==> src/rtl/eth_hdr_parser.sv <==
// Ethernet L2 header parser: forwards a 64-bit stream unchanged and emits one
// metadata record per frame (MACs, EtherType, optional 802.1Q tag, runt flag).
module eth_hdr_parser #(
    parameter int unsigned DATA_WIDTH = 64,
    parameter int unsigned USER_WIDTH = 1,
    parameter logic [15:0] VLAN_TPID  = 16'h8100
) (
    input  logic                  clk,
    input  logic                  rst_n,
    input  logic [DATA_WIDTH-1:0] s_tdata,
    input  logic                  s_tvalid,
    output logic                  s_tready,
    input  logic                  s_tlast,
    input  logic [USER_WIDTH-1:0] s_tuser,
    output logic [DATA_WIDTH-1:0] m_tdata,
    output logic                  m_tvalid,
    input  logic                  m_tready,
    output logic                  m_tlast,
    output logic [USER_WIDTH-1:0] m_tuser,
    output logic                  meta_valid,
    input  logic                  meta_ready,
    output logic [47:0]           meta_dst_mac,
    output logic [47:0]           meta_src_mac,
    output logic [15:0]           meta_ethertype,
    output logic                  meta_vlan_valid,
    output logic [15:0]           meta_vlan_tci,
    output logic                  meta_runt,
    output logic [31:0]           frames_parsed
);

    if (DATA_WIDTH != 64) begin : g_bad_width
        $fatal(1, "eth_hdr_parser supports DATA_WIDTH=64 only");
    end

    typedef enum logic [1:0] {ST_B0, ST_B1, ST_B2, ST_PAY} state_e;

    state_e      state_q;
    logic [47:0] dst_q;
    logic [47:0] src_q;
    logic [15:0] tci_q;

    logic        meta_valid_q;
    logic [47:0] meta_dst_q;
    logic [47:0] meta_src_q;
    logic [15:0] meta_et_q;
    logic        meta_vv_q;
    logic [15:0] meta_tci_q;
    logic        meta_runt_q;
    logic [31:0] frames_q;

    logic [63:0] beat_be;
    logic        outer_vlan_c;
    logic        hdr_done_c;
    logic        hold_c;
    logic        xfer_c;
    logic        emit_c;
    logic [47:0] rec_dst_d;
    logic [47:0] rec_src_d;
    logic [15:0] rec_et_d;
    logic        rec_vv_d;
    logic [15:0] rec_tci_d;
    logic        rec_runt_d;

    // Frame byte order view: beat byte 0 lands in [63:56]
    always_comb begin
        beat_be = '0;
        for (int i = 0; i < 8; i++) begin
            beat_be[63-8*i -: 8] = s_tdata[8*i +: 8];
        end
    end

    assign outer_vlan_c = (beat_be[31:16] == VLAN_TPID);

    // Record that would be emitted by the current beat, and whether it completes one
    always_comb begin
        hdr_done_c = 1'b0;
        rec_dst_d  = '0;
        rec_src_d  = '0;
        rec_et_d   = '0;
        rec_vv_d   = 1'b0;
        rec_tci_d  = '0;
        rec_runt_d = 1'b0;
        case (state_q)
            ST_B0: begin
                hdr_done_c = s_tlast;
                rec_dst_d  = beat_be[63:16];
                rec_src_d  = {beat_be[15:0], 32'h0};
                rec_runt_d = 1'b1;
            end
            ST_B1: begin
                hdr_done_c = s_tlast || !outer_vlan_c;
                rec_dst_d  = dst_q;
                rec_src_d  = {src_q[47:32], beat_be[63:32]};
                if (outer_vlan_c) begin
                    rec_vv_d   = 1'b1;
                    rec_tci_d  = beat_be[15:0];
                    rec_et_d   = VLAN_TPID;
                    rec_runt_d = 1'b1;
                end else begin
                    rec_et_d   = beat_be[31:16];
                end
            end
            ST_B2: begin
                hdr_done_c = 1'b1;
                rec_dst_d  = dst_q;
                rec_src_d  = src_q;
                rec_vv_d   = 1'b1;
                rec_tci_d  = tci_q;
                rec_et_d   = beat_be[63:48];
            end
            default: hdr_done_c = 1'b0;
        endcase
    end

    // Only the header-completing beat waits for the previous record to drain
    assign hold_c   = meta_valid_q && !meta_ready && hdr_done_c;
    assign s_tready = m_tready && !hold_c;
    assign m_tvalid = s_tvalid && !hold_c;
    assign m_tdata  = s_tdata;
    assign m_tlast  = s_tlast;
    assign m_tuser  = s_tuser;
    assign xfer_c   = s_tvalid && s_tready;
    assign emit_c   = xfer_c && hdr_done_c;

    always_ff @(posedge clk) begin
        if (!rst_n) begin
            state_q      <= ST_B0;
            dst_q        <= '0;
            src_q        <= '0;
            tci_q        <= '0;
            meta_valid_q <= 1'b0;
            meta_dst_q   <= '0;
            meta_src_q   <= '0;
            meta_et_q    <= '0;
            meta_vv_q    <= 1'b0;
            meta_tci_q   <= '0;
            meta_runt_q  <= 1'b0;
            frames_q     <= '0;
        end else begin
            if (meta_valid_q && meta_ready) begin
                meta_valid_q <= 1'b0;
                frames_q     <= frames_q + 32'd1;
            end
            if (emit_c) begin
                meta_valid_q <= 1'b1;
                meta_dst_q   <= rec_dst_d;
                meta_src_q   <= rec_src_d;
                meta_et_q    <= rec_et_d;
                meta_vv_q    <= rec_vv_d;
                meta_tci_q   <= rec_tci_d;
                meta_runt_q  <= rec_runt_d;
            end
            if (xfer_c) begin
                case (state_q)
                    ST_B0: begin
                        dst_q   <= beat_be[63:16];
                        src_q   <= {beat_be[15:0], 32'h0};
                        tci_q   <= '0;
                        state_q <= s_tlast ? ST_B0 : ST_B1;
                    end
                    ST_B1: begin
                        src_q[31:0] <= beat_be[63:32];
                        if (outer_vlan_c) tci_q <= beat_be[15:0];
                        state_q <= s_tlast ? ST_B0 : (outer_vlan_c ? ST_B2 : ST_PAY);
                    end
                    ST_B2:   state_q <= s_tlast ? ST_B0 : ST_PAY;
                    default: if (s_tlast) state_q <= ST_B0;
                endcase
            end
        end
    end

    assign meta_valid      = meta_valid_q;
    assign meta_dst_mac    = meta_dst_q;
    assign meta_src_mac    = meta_src_q;
    assign meta_ethertype  = meta_et_q;
    assign meta_vlan_valid = meta_vv_q;
    assign meta_vlan_tci   = meta_tci_q;
    assign meta_runt       = meta_runt_q;
    assign frames_parsed   = frames_q;

`ifndef SYNTHESIS
    a_m_stable: assert property (@(posedge clk) disable iff (!rst_n)
        (m_tvalid && !m_tready) |=> (m_tvalid && $stable(m_tdata) && $stable(m_tlast) && $stable(m_tuser)));
    a_meta_stable: assert property (@(posedge clk) disable iff (!rst_n)
        (meta_valid && !meta_ready) |=> (meta_valid && $stable(meta_dst_mac) && $stable(meta_src_mac)
            && $stable(meta_ethertype) && $stable(meta_vlan_valid) && $stable(meta_vlan_tci)
            && $stable(meta_runt)));
    a_state_legal: assert property (@(posedge clk) disable iff (!rst_n)
        state_q inside {ST_B0, ST_B1, ST_B2, ST_PAY});
`endif

endmodule

==> config.mk <==
export PLATFORM = sky130hd
export DESIGN_NAME = eth_hdr_parser
export DESIGN_NICKNAME = d
export VERILOG_FILES = /design/src/rtl/eth_hdr_parser.sv
export SDC_FILE = /design/constraint.sdc
export NUM_CORES = 1
export LEC_CHECK = 0
export CAP_MARGIN = 10
export CORE_MARGIN = 2
export CORE_UTILIZATION = 45
export DETAILED_ROUTE_END_ITERATION = 16
export PLACE_DENSITY_LB_ADDON = 0.05
export SLEW_MARGIN = 20
export SYNTH_ARGS = -nofsm -noshare
export SYNTH_HDL_FRONTEND = slang
export SYNTH_SLANG_ARGS = --single-unit
==> constraint.sdc <==
create_clock -name clk -period 2.3 [get_ports clk]
set_input_delay 0.23 -clock clk [delete_from_list [all_inputs] [get_ports clk]]
set_output_delay 0.23 -clock clk [all_outputs]
set_load 0.03 [all_outputs]
* Word-level counts from Yosys, hierarchy flattened *
Cells that the tools add are included.

operators by class
  add/subtract/negate cells = 1
  eq/ne operators = 4
  multiplexer cells = 21
  reductions and logical operators = 20

operator list
  cell                                           count
  case mux 48 bit (3 select lines)               1
  case mux 16 bit (2 select lines)               3
  case mux 48 bit (2 select lines)               1
  case mux 32 bit (2 select lines)               1
  2-to-1 mux 16 bit                              3
  adder 32 x 1 -> 32 bit, second input constant  1
  == test 16 bit, second input constant          1
  logical AND 1 bit                              7
  2-to-1 mux 2 bit                               3
  case mux 2 bit (3 select lines)                1
  AND reduction 2 bit                            3
  2-to-1 mux 1 bit                               5
  case mux 1 bit (2 select lines)                2
  nonzero test 2 bit                             2
  nonzero test 4 bit                             1
  zero test 1 bit                                3
  case mux 1 bit (3 select lines)                1
  AND reduction 3 bit                            1
  == test 2 x 1 -> 1 bit, second input constant  1
  == test 2 bit, second input constant           1
  zero test 2 bit                                1
  != test 2 bit, second input constant           1
  OR reduction 2 bit                             1
  logical OR 1 bit                               1

word-level totals
  bits in registers = 277
  output and inout port bits = 231

* Longest topological paths before layout *
  depth after elaboration = 10
  depth in mapped cells = 9

* Worst setup path before layout *
No wires, ideal clock.

  path type = reg-to-output
  start point = register state_q[0]
  end point = output m_tvalid
  data arrival time = 1940 ps
  path slack = 130 ps
  cell stages (with the launch flop) = 10
  cell sequence = dfxtp_1 -> inv_1 -> ha_1 -> clkbuf_1 -> o21ai_1 -> nand2b_1 -> buf_2 -> buf_1 -> nor2_1 -> o21a_1

on the way
  longest elaborated chain between the ends = 5

ends and longest elaborated chain
  element                                      line  text
  from (decl)                                  37    state_e state_q;
  from (signal assigned)                       159   state_q <= s_tlast ? ST_B0 : ST_B1;
  from (signal assigned)                       164   state_q <= s_tlast ? ST_B0 : (outer_vlan_c ? ST_B2 : ST_PAY);
  from (signal assigned)                       166   ST_B2: state_q <= s_tlast ? ST_B0 : ST_PAY;
  == test 2 bit, or another cell as far along  83    case (state_q)
  case mux 1 bit (3 select lines) *            83
  logical AND 1 bit *                          116   assign hold_c = meta_valid_q && !meta_ready && hdr_done_c;
  zero test 1 bit *                            118   assign m_tvalid = s_tvalid && !hold_c;
  logical AND 1 bit *                          118
  to (decl)                                    16    output logic m_tvalid,

Mark *: on every way between the ends. The rest lies on a longest branch, timed or not.

* Worst setup path in the final report *
  start point = register state_q[0]
  end point = output s_tready

on the way
  longest elaborated chain between the ends = 5

ends and longest elaborated chain
  element                                      line  text
  == test 2 bit, or another cell as far along  83
  case mux 1 bit (3 select lines) *            83
  logical AND 1 bit *                          116
  zero test 1 bit *                            117   assign s_tready = m_tready && !hold_c;
  logical AND 1 bit *                          117
  to (decl)                                    12    output logic s_tready,

Marks and branches as above.

==> results.md <==
* Outcome: finished clean
* XOR/XNOR share of the synthesized area at 0.686%
* Instance area at placement at 16000 µm²
* Post-synthesis sequential element count at 277
* Type of the worst setup path: reg -> out
* Destination of the critical timing path: s_tready
* Cell types with the largest area share after synthesis: dfxtp_1 43%, mux2i_1 7.7%, o211a_1 6.3%, nand2_1 6.1%, o211ai_1 4.9%
* Remaining DRCs at 0
* Yosys top cell by area: dfxtp_1
* Fraction of layout cells with a size suffix above 1 at 10.6%
* Share of synthesized area occupied by flip-flops and latches at between 40% and 50%
* Register-to-register setup slack at 0.08 ns
* Number of buffers created by CTS at 31
* Die area at approximately 30000 µm²
* Via/cell ratio at 5.74
* Unrepaired setup endpoints after global routing: false
* Prevailing post-synth register cell: dfxtp_1
* Initial antenna violation count at 0
* Largest fanout on the critical path at 4
* Clock-pin slew of the registers on the worst-case setup and hold paths at around 0.06 ns
* Clock latency of the later-clocked register in the worst-skew pair at roughly 0.57 ns
* Clock skew after layout at 0.0256 ns
* Most common cell in the netlist: dfxtp_1
* Compound-Gate Fraction of Synth Area at 27.4%
* Grt ovf at 0
* Total via count in the routed design at 11.2k
* Post-Place Cells at 1888
* Final Hold Slack at about 0.35 ns
* Portion of the clock cycle consumed by the worst path in the final layout at 97.7%
* Deepest clock path buffer count at 3
* Post-Synth Simple-Gate Area at a little over a tenth
* Number of fillers in the final layout at 2411
* Avg Cell Area, Syn at 9.61 µm²
* Initial Util at about 46%
* Worst Setup Slack post-DPL at -0.0576 ns
* Endpoint class of the critical path: output port
* Initial detailed-routing violation count at slightly above 700
* Final setup vio count at 0
* Max cap viols at 0
* Synth async-reset ratio at 0%
* FF-to-FF End: meta_dst_mac[15]
* Post-synth top cells: 277 x dfxtp_1, 208 x nand2_1, 98 x mux2i_1
* Number of global-route vias before repair at about 10k
* Area of combinational cells with multiple inputs at 6100 µm²
* Worst EP arrival at 2.02 ns
* Total number of nets in the final design at 1626
* Final antenna-violating net count at 0
* Number of standard cells in the layout, taps in and fillers out at 1950
* Min cycle time layout at 2.25 ns
* Global-route wire length before repair at 58.3 mm
* Final GP Congestion at 0.798
* Power density over the cells at 717 nW/µm²
* Data required time at the worst endpoint at 2.07 ns
* Share of synthesized area spent on multiplexers at 7.68%
* Overall die width at 172 µm
* Combinational family with the most area after synthesis: compound AO/OA/AOI/OAI gates
* Post-synth top area share at 43.4%
* Die boundary height at 172 µm
* Std cell rows at 61
* TritonRoute pass-1 iters at 7
* Distinct cells, synth at 56
* Static Leakage at 7.15 nW
* Worst Max-Slew Pin Slew at 0.583 ns
* Area growth from synthesis to final layout at 34.2%
* Sequential standard cell area at about 5600 µm²
* Total length of routed wires at 37.9 mm
* Warning count from the yosys run at 0
* Mapped Cells at 1330
* Clock root buffer: clkbuf_16
* Number of H-tree levels at 1
* Final Instance Area at 17100 µm²
* Cells on worst reg2reg path at 9
* Maximum number of pins on one net before global-route repair at between 100 and 150
* Min-Delay Path Class: in -> reg
* Minimum setup slack in the final design at approximately 0.053 ns
* Number of synthesized flops with an enable pin at 0
* N_diodes at 0
* Highest achievable clock rate at 0.445 GHz
* Kind of start point of the critical path: flop
* Clock tree sinks at 277
* Tot GR Track Use at 24.6%
* Worst-case headroom to the max-slew limit at between 60% and 70%
* Net Count, Synth at 1406
* Adder-cell share of the synthesized area at 0.490%
* Count of port buffers added during placement at 299
* Final count of hold timing violations at 0
* RR Startpoint: state_q[1]
* Number of pins with negative max-slew slack in the final report at 0
* TritonCTS clock tree: built
* Core Footprint at 27900 µm²
* Routed wirelength normalized by instance count at about 20 µm
* Post-synthesis cell area at 12800 µm²
* Peak supply drop at 0.000463 V
* Crit path launch: state_q[0]
* Top-Level Pins at 302
* Half-perimeter wire length after placement at 25.6 mm
==> worst min-delay path by stage <==
stage                     start  slack, ns   endpoint  cells past startpoint
finish              s_tdata[49]       0.35  src_q[41]                      3
floorplan           s_tdata[50]       0.36  tci_q[10]                      1
CTS                 s_tdata[49]       0.34  src_q[41]                      3
global route        s_tdata[20]       0.37  dst_q[28]                      3
detailed placement     dst_q[4]       0.45   dst_q[4]                      2
global placement      src_q[32]       0.44  src_q[32]                      2
==> metal layers <==
metal / global-route usage (%) / vias to the layer above / wire length [µm]
met3: 5.20 / 61 / 2340
met5: 0 / - / 0
li1: - / 5337 / -
met4: 7.38 / 0 / 983
met1: 32.6 / 5478 / 16700
met2: 40.2 / 323 / 17900
==> placed cells by master, fill, tap and decap left out, types with 8 or more instances in the layout <==
cell	netlist	final
xor2_1	9	9
a32o_1	32	32
buf_4	70	71
nand3_1	13	13
a32oi_1	16	16
clkbuf_16	0	31
mux2i_1	98	98
o211a_1	81	80
a22oi_1	80	80
clkbuf_1	91	8
a21oi_1	15	15
nor2_1	14	13
o211ai_1	84	84
nand2b_1	9	8
o31ai_1	8	8
dfxtp_1	277	275
inv_1	25	23
nand2_1	208	208
o22ai_1	17	17
nand4_1	10	10
clkdlybuf4s50_1	0	296
buf_12	0	18
a22o_1	49	49
==> where the power goes <==
group	switching [W]	leakage (nW)	total, W	internal, W
Combinational	0.00131	4.41	0.00224	0.000928
Sequential	0.000123	2.25	0.00515	0.00503
Clock	0.00196	0.487	0.00490	0.00294
Total	0.00340	7.15	0.0123	0.00889
==> final cells by class <==
type                    count  share of cell area [%]
clock buffers              43                    5.02
well taps                 378                    2.76
repair buffers            389                    22.8
multi-input cells         825                    35.6
flip-flops and latches    277                    32.4
inverters                  26                   0.569
clock inverters            12                   0.876
==> what timing repair did <==
action                                  CTS  global route
buffers inserted                          3             3
hold buffers                              1             0
endpoints found under the setup margin    2             2
gates resized for setup                   7             7
endpoints found under the hold margin     2             0
pin swaps                                 2             2
gates cloned                              0             0
==> through the flow <==
stage          total power (W)  util (%)   TNS, ns
2_1_floorplan          0.00657         -         0
3_3_place_gp           0.00745      57.5  -0.00728
3_5_place_dp           0.00746      57.5     -2.25
4_1_cts                 0.0124      61.4         0
5_1_grt                 0.0128      61.5         0
6_report                0.0123      61.5         0
==> state kept, by name, summed over array words and instances, names as in the netlist <==
register / count
state_q: 2
src_q: 48
dst_q: 48
meta_dst_mac: 48
frames_parsed: 32
meta_runt: 1
meta_vlan_tci: 16
meta_ethertype: 16
meta_vlan_valid: 1
meta_valid: 1
tci_q: 16
meta_src_mac: 48
==> logic make-up after synthesis <==
family,Yosys count
AOI/OAI and AO/OA,419
and+or+nand+nor,293
buffers and inverters,228
xor gates and xnor gates,10
adders and majority gates,5
DFF,277
muxes,98
==> critical path, cell delays in order (launching register included) <==
cell and delay [ns]:
dfxtp_4 0.37, ha_4 0.18, or3b_4 0.42, buf_4 0.16, o21a_1 0.19, buf_6 0.13
Note: power is estimated with default switching activity, not from simulation.
